**config.mk**
```make
export PLATFORM = sky130hd
export DESIGN_NAME = decoder_sweep_sequencer
export DESIGN_NICKNAME = d
export VERILOG_FILES = /design/src/rtl/decoder_sweep_sequencer.sv
export SDC_FILE = /design/constraint.sdc
export NUM_CORES = 1
export LEC_CHECK = 0
export ABC_CLOCK_PERIOD_IN_PS = 3150
export BUFFER_PORTS_ARGS = -buffer_cell sky130_fd_sc_hd__buf_2
export CAP_MARGIN = 10
export CORE_MARGIN = 2
export CORE_UTILIZATION = 53
export DETAILED_ROUTE_END_ITERATION = 10
export GPL_ROUTABILITY_DRIVEN = 0
export PLACE_DENSITY = 0.76
export SLEW_MARGIN = 10
export SYNTH_ARGS = -nofsm -noshare
export SYNTH_HDL_FRONTEND = slang
export SYNTH_SLANG_ARGS = --single-unit
export TNS_END_PERCENT = 5
```
**constraint.sdc**
```tcl
create_clock -name clk -period 3.15 [get_ports clk]
set_clock_uncertainty 0.2 [all_clocks]
set_input_delay 0.7875 -clock clk [delete_from_list [all_inputs] [get_ports clk]]
set_output_delay 0.7875 -clock clk [all_outputs]
set_load 0.05 [all_outputs]
```
**src/rtl/decoder_sweep_sequencer.sv**
```systemverilog
// Sweep sequencer that drives the enable/select pair of a 4:16 decoder.
// Steps dec_in from a latched first address to a latched last address, with per-address dwell or step-wait.
module decoder_sweep_sequencer #(
  parameter int ADDR_W  = 4,
  parameter int DWELL_W = 8
) (
  input  logic               clk,
  input  logic               rst_n,
  input  logic               start,
  input  logic               stop,
  input  logic               step_mode,
  input  logic               step,
  input  logic [ADDR_W-1:0]  first,
  input  logic [ADDR_W-1:0]  last,
  input  logic [DWELL_W-1:0] dwell,
  output logic               dec_enable,
  output logic [ADDR_W-1:0]  dec_in,
  output logic               busy,
  output logic               done,
  output logic               aborted
);

  localparam logic [ADDR_W-1:0]  ADDR_ONE  = ADDR_W'(1);
  localparam logic [DWELL_W-1:0] DWELL_ONE = DWELL_W'(1);

  typedef enum logic [1:0] {
    S_IDLE   = 2'd0,
    S_RUN    = 2'd1,
    S_HOLD   = 2'd2,
    S_FINISH = 2'd3
  } state_t;

  state_t             state_q, state_d;
  logic [ADDR_W-1:0]  dec_in_q, dec_in_d;
  logic               en_q, en_d;
  logic               busy_q, busy_d;
  logic               done_q, done_d;
  logic               aborted_q, aborted_d;
  logic [DWELL_W-1:0] cnt_q, cnt_d;
  logic [ADDR_W-1:0]  last_q, last_d;
  logic [DWELL_W-1:0] dwell_q, dwell_d;
  logic               step_mode_q, step_mode_d;

  logic               expiry_s;
  logic               at_last_s;

  // dwell_q is never zero (zero is promoted to one at latch time), so the subtraction cannot wrap
  assign expiry_s  = (cnt_q == (dwell_q - DWELL_ONE));
  assign at_last_s = (dec_in_q == last_q);

  // Next-state and registered-output logic
  always_comb begin
    state_d     = state_q;
    dec_in_d    = dec_in_q;
    en_d        = en_q;
    busy_d      = busy_q;
    done_d      = 1'b0;
    aborted_d   = 1'b0;
    cnt_d       = cnt_q;
    last_d      = last_q;
    dwell_d     = dwell_q;
    step_mode_d = step_mode_q;

    case (state_q)
      S_IDLE: begin
        if (start) begin
          last_d      = last;
          dwell_d     = (dwell == {DWELL_W{1'b0}}) ? DWELL_ONE : dwell;
          step_mode_d = step_mode;
          dec_in_d    = first;
          en_d        = 1'b1;
          busy_d      = 1'b1;
          cnt_d       = {DWELL_W{1'b0}};
          state_d     = S_RUN;
        end else begin
          en_d        = 1'b0;
          busy_d      = 1'b0;
        end
      end

      S_RUN: begin
        if (stop) begin
          en_d      = 1'b0;
          busy_d    = 1'b0;
          aborted_d = 1'b1;
          cnt_d     = {DWELL_W{1'b0}};
          state_d   = S_IDLE;
        end else if (expiry_s) begin
          cnt_d = {DWELL_W{1'b0}};
          if (step_mode_q) begin
            state_d = S_HOLD;
          end else if (at_last_s) begin
            en_d    = 1'b0;
            busy_d  = 1'b0;
            done_d  = 1'b1;
            state_d = S_FINISH;
          end else begin
            dec_in_d = dec_in_q + ADDR_ONE;
          end
        end else begin
          cnt_d = cnt_q + DWELL_ONE;
        end
      end

      S_HOLD: begin
        if (stop) begin
          en_d      = 1'b0;
          busy_d    = 1'b0;
          aborted_d = 1'b1;
          cnt_d     = {DWELL_W{1'b0}};
          state_d   = S_IDLE;
        end else if (step) begin
          cnt_d = {DWELL_W{1'b0}};
          if (at_last_s) begin
            en_d    = 1'b0;
            busy_d  = 1'b0;
            done_d  = 1'b1;
            state_d = S_FINISH;
          end else begin
            dec_in_d = dec_in_q + ADDR_ONE;
            state_d  = S_RUN;
          end
        end else begin
          state_d = S_HOLD;
        end
      end

      S_FINISH: begin
        en_d    = 1'b0;
        busy_d  = 1'b0;
        state_d = S_IDLE;
      end

      default: begin
        en_d    = 1'b0;
        busy_d  = 1'b0;
        cnt_d   = {DWELL_W{1'b0}};
        state_d = S_IDLE;
      end
    endcase
  end

  // State and output registers
  always_ff @(posedge clk or negedge rst_n) begin
    if (!rst_n) begin
      state_q     <= S_IDLE;
      dec_in_q    <= {ADDR_W{1'b0}};
      en_q        <= 1'b0;
      busy_q      <= 1'b0;
      done_q      <= 1'b0;
      aborted_q   <= 1'b0;
      cnt_q       <= {DWELL_W{1'b0}};
      last_q      <= {ADDR_W{1'b0}};
      dwell_q     <= DWELL_ONE;
      step_mode_q <= 1'b0;
    end else begin
      state_q     <= state_d;
      dec_in_q    <= dec_in_d;
      en_q        <= en_d;
      busy_q      <= busy_d;
      done_q      <= done_d;
      aborted_q   <= aborted_d;
      cnt_q       <= cnt_d;
      last_q      <= last_d;
      dwell_q     <= dwell_d;
      step_mode_q <= step_mode_d;
    end
  end

  assign dec_enable = en_q;
  assign dec_in     = dec_in_q;
  assign busy       = busy_q;
  assign done       = done_q;
  assign aborted    = aborted_q;

endmodule

```
==> out/qor.tcl <==
set qor(core_area_sq_mm) 0.003311
set qor(power_frac_seq) 0.343
set qor(power.static_leakage_nw) 0.9446
set qor(start_util) 0.5514
set qor(synthFlopType) {dfrtp_1}
set qor(ctsHtreeMaxLevel) 2
set qor(cts.clk_slew.worst_paths_ns) 0.09
set qor(post_synthesis_cell_count) 175
set qor(worstPathMaxFanout) 6
set qor(unrepaired_setup_endpoints_after_global_routing) {no}
set qor(crit_start) {dwell_q[0]$_DFFE_PN1P_}
set qor(grt_first_pass_wirelength_um) 6396
set qor(cts_inserted_buffers) 5
set qor(comb_power_share) 0.537
set qor(worstPathCellList) {inv_1, ha_1, xnor2_1, a211o_1, nor4b_4, a31oi_4, a211oi_4, mux2_1}
set qor(yosys.area.top_type) {dfrtp_1}
set qor(cts_tree) {built}
set qor(dpl.hpwl_um) 2794
set qor(detail_route.drc_violations) 0
set qor(power.clock.fraction) 0.120
set qor(timing.critical_path.to) {state_q[1]$_DFFE_PN0P_}
set qor(syn-num-nets) 205
set qor(drt_first_pass_iters) 4
set qor(cap_violations) 0
set qor(grt_antenna_before_repair) 0
set qor(wire_per_inst_um) 14.10
set qor(status) {complete, no violations}
set qor(drive_above_1_share) 0.2464
set qor(maxSlewHeadroom) 0.5557
set qor(ys_top_cells_by_area) {dfrtp_1 (40%), xnor2_1 (6.2%), mux2_1 (5.6%), ha_1 (5.5%), nor2_1 (2.9%)}
set qor(chipWidth_um) 62.69
set qor(slowest_delay_ns) 0.58
set qor(fmaxAchievable_ghz) 0.3500
set qor(vias_per_cell) 5.494
set qor(synthMostInstantiatedCell) {dfrtp_1}
set qor(netSwitchingPower_w) 0.0009413
set qor(design.die.area_sq_mm) 0.003930
set qor(ff2ff_path_depth) 8
set qor(worst-endpoint-required_ns) 3.17
set qor(rrSetupSlack_ns) 0.29
set qor(grt_max_degree) 31
set qor(switching_portion_of_total_power) 0.4660
set qor(critPathArrivalTime_ns) 2.88
set qor(cts.sink_count) 30
set qor(routed_wl_um) 3624
set qor(part_of_the_yosys_area_used_for_sequential_elements) 0.4119
set qor(top_level_ports) 30
set qor(grt.total_usage) 0.2093
set qor(hold_path_class) {input port to async pin}
set qor(worst_r2r_startpoint) {dwell_q[0]$_DFFE_PN1P_}
set qor(cts_setup_buffers) 0
set qor(worstMarginPinSlew_ns) 0.6665
set qor(dieHeight_um) 62.69
set qor(synth-seq-cells) 30
set qor(nNetsFinal) 240
set qor(netlist.area_leader.share) 0.3975
set qor(area_delta_synth_final_pct) 14.19
set qor(num_vias) 1412
set qor(via_count_of_the_first_global_routing_pass) 1429
set qor(fin_hold_ws_ns) 0.2720
set qor(synthesis.yosys.warnings) 0
set qor(report.final.setup_viol) 0
set qor(report.final.slew_viol_count) 0
set qor(power-per-cell-area_mw_per_mm2) 969.1
set qor(peakVddDrop_mv) 0.5589
set qor(synth_enable_flop_cells) 0
set qor(tns_ns) 0
set qor(critical-path-slowest-cell) {dfstp_2}
set qor(critical_path_class) {register to register}
set qor(holdBufCountCts) 0
set qor(async_flop_share) 1.000
set qor(rr_endpoint) {state_q[1]$_DFFE_PN0P_}
set qor(finalCritPeriodShare) 0.9070
set qor(detailedRoute.firstIterationViolations) 85
set qor(cell_internal_pwr_w) 0.001079
set qor(crit_path_start_kind) {register}
set qor(cts.repair.resized) 0
set qor(netlist-cell-type-count) 48
set qor(clk_path_buf_depth) 2
set qor(syn_area_per_cell_sq_um) 10.43
set qor(clk_root_buffer_cell) {clkbuf_4}
set qor(post-route-min-period_ns) 2.857
set qor(count_of_antenna_violating_nets_left_after_detailed_routing) 0
set qor(critPathCaptureType) {register}
set qor(worstSkewPairLatency_ns) 0.34
set qor(hold_violations) 0
set qor(synth_area_sq_mm) 0.001826
set qor(floorplan.rows) 21
set qor(synth.top_cells.by_count) {dfrtp_1 (29), nor2_1 (14), xnor2_1 (13), nand2_1 (10)}
set qor(placement.io_buffers) 29
set qor(overflow) 0
set qor(diodes) 0
## through the flow
step,setup slack [ns],std cells,util,area (sq um),total power (W)
floorplan,0.4583,175,-,1826,0.001545
global placement,0.4070,249,0.6115,2024,0.001728
detailed placement,0.2883,249,0.6115,2024,0.001784
CTS,0.2741,257,0.6296,2085,0.002035
global route,0.1382,257,0.6296,2085,0.002181
finish,0.2931,257,0.6296,2085,0.002020
## area by class of cell
class                      instances  area [sq um]
sequential                        30         752.0
inverter                          11         41.29
clock buffer                       7         55.05
tap                               46         57.56
timing repair buffer              30         152.6
multi-input combinational        132          1021
clock inverter                     1         5.005
fill                             275          1226
## metal layers
| layer | global-route usage | vias to the layer above | part of all wire |
|---|---|---|---|
| met5 | 0 | - | 0 |
| met4 | 0.1056 | 0 | 0.030 |
| met3 | 0.06306 | 10 | 0.040 |
| met2 | 0.3253 | 31 | 0.46 |
| met1 | 0.2650 | 672 | 0.47 |
| li1 | - | 699 | - |
## placed cells by master (no fill, tap or decap), types with 3 or more instances in the layout
| master | synthesis | routed |
|---|---|---|
| mux2_2 | 4 | 4 |
| a21oi_1 | 7 | 7 |
| nor3_1 | 4 | 4 |
| xnor2_1 | 13 | 13 |
| dfrtp_1 | 29 | 29 |
| nor2b_1 | 3 | 3 |
| nand3_1 | 7 | 7 |
| o21ai_1 | 7 | 7 |
| inv_1 | 9 | 9 |
| mux2_1 | 9 | 9 |
| mux2i_1 | 3 | 3 |
| nand2_1 | 10 | 10 |
| clkbuf_4 | 0 | 5 |
| nor2_1 | 14 | 14 |
| xor2_1 | 6 | 6 |
| nand4_1 | 4 | 4 |
| buf_2 | 0 | 29 |
| ha_1 | 8 | 8 |
## worst max-delay path, delay by kind of cell (launching register included)
| kind | cells | cell delay, ns |
|---|---|---|
| AOI/OAI and AO/OA | 3 | 0.68 |
| DFF | 1 | 0.58 |
| and+or+nand+nor | 1 | 0.43 |
| muxes | 1 | 0.35 |
| adders and majority gates | 1 | 0.31 |
| xor gates and xnor gates | 1 | 0.13 |
| buffers and inverters | 1 | 0.07 |
## how the worst min path moves through the flow
stage / end / cells after the start
2_1_floorplan: aborted$_DFF_PN0_ / 0
3_3_place_gp: last_q[3]$_DFFE_PN0P_ / 1
3_5_place_dp: dec_enable$_DFFE_PN0P_ / 2
4_1_cts: step_mode_q$_DFFE_PN0P_ / 1
5_1_grt: cnt_q[6]$_DFFE_PN0P_ / 1
6_report: cnt_q[6]$_DFFE_PN0P_ / 1
## logic make-up (layout without fill, tap and decap cells)
| logic type | Yosys count | count (layout) | synth area share |
|---|---|---|---|
| xor+xnor | 19 | 19 | 0.09116 |
| simple gates | 59 | 59 | 0.1803 |
| fa+ha+maj | 8 | 8 | 0.05483 |
| mux | 16 | 16 | 0.09664 |
| compound gates | 30 | 30 | 0.1364 |
| flops | 30 | 30 | 0.4119 |
| buf+inv | 13 | 49 | 0.02879 |
## sequential cells by signal, summed over array words and instances, names as in the netlist
register / count
dwell_q: 8
step_mode_q: 1
dec_enable: 1
cnt_q: 8
last_q: 4
state_q: 2
aborted: 1
done: 1
dec_in: 4
## power groups by stage
stage,clock network [W],registers (W),logic [W]
finish,0.000243,0.000693,0.00108
global route,0.000273,0.000718,0.00119
global placement,0,0.000683,0.00104
CTS,0.000254,0.000691,0.00109
detailed placement,0,0.000699,0.00108
floorplan,0,0.000781,0.000764
Power figures use the tool's default switching activity.
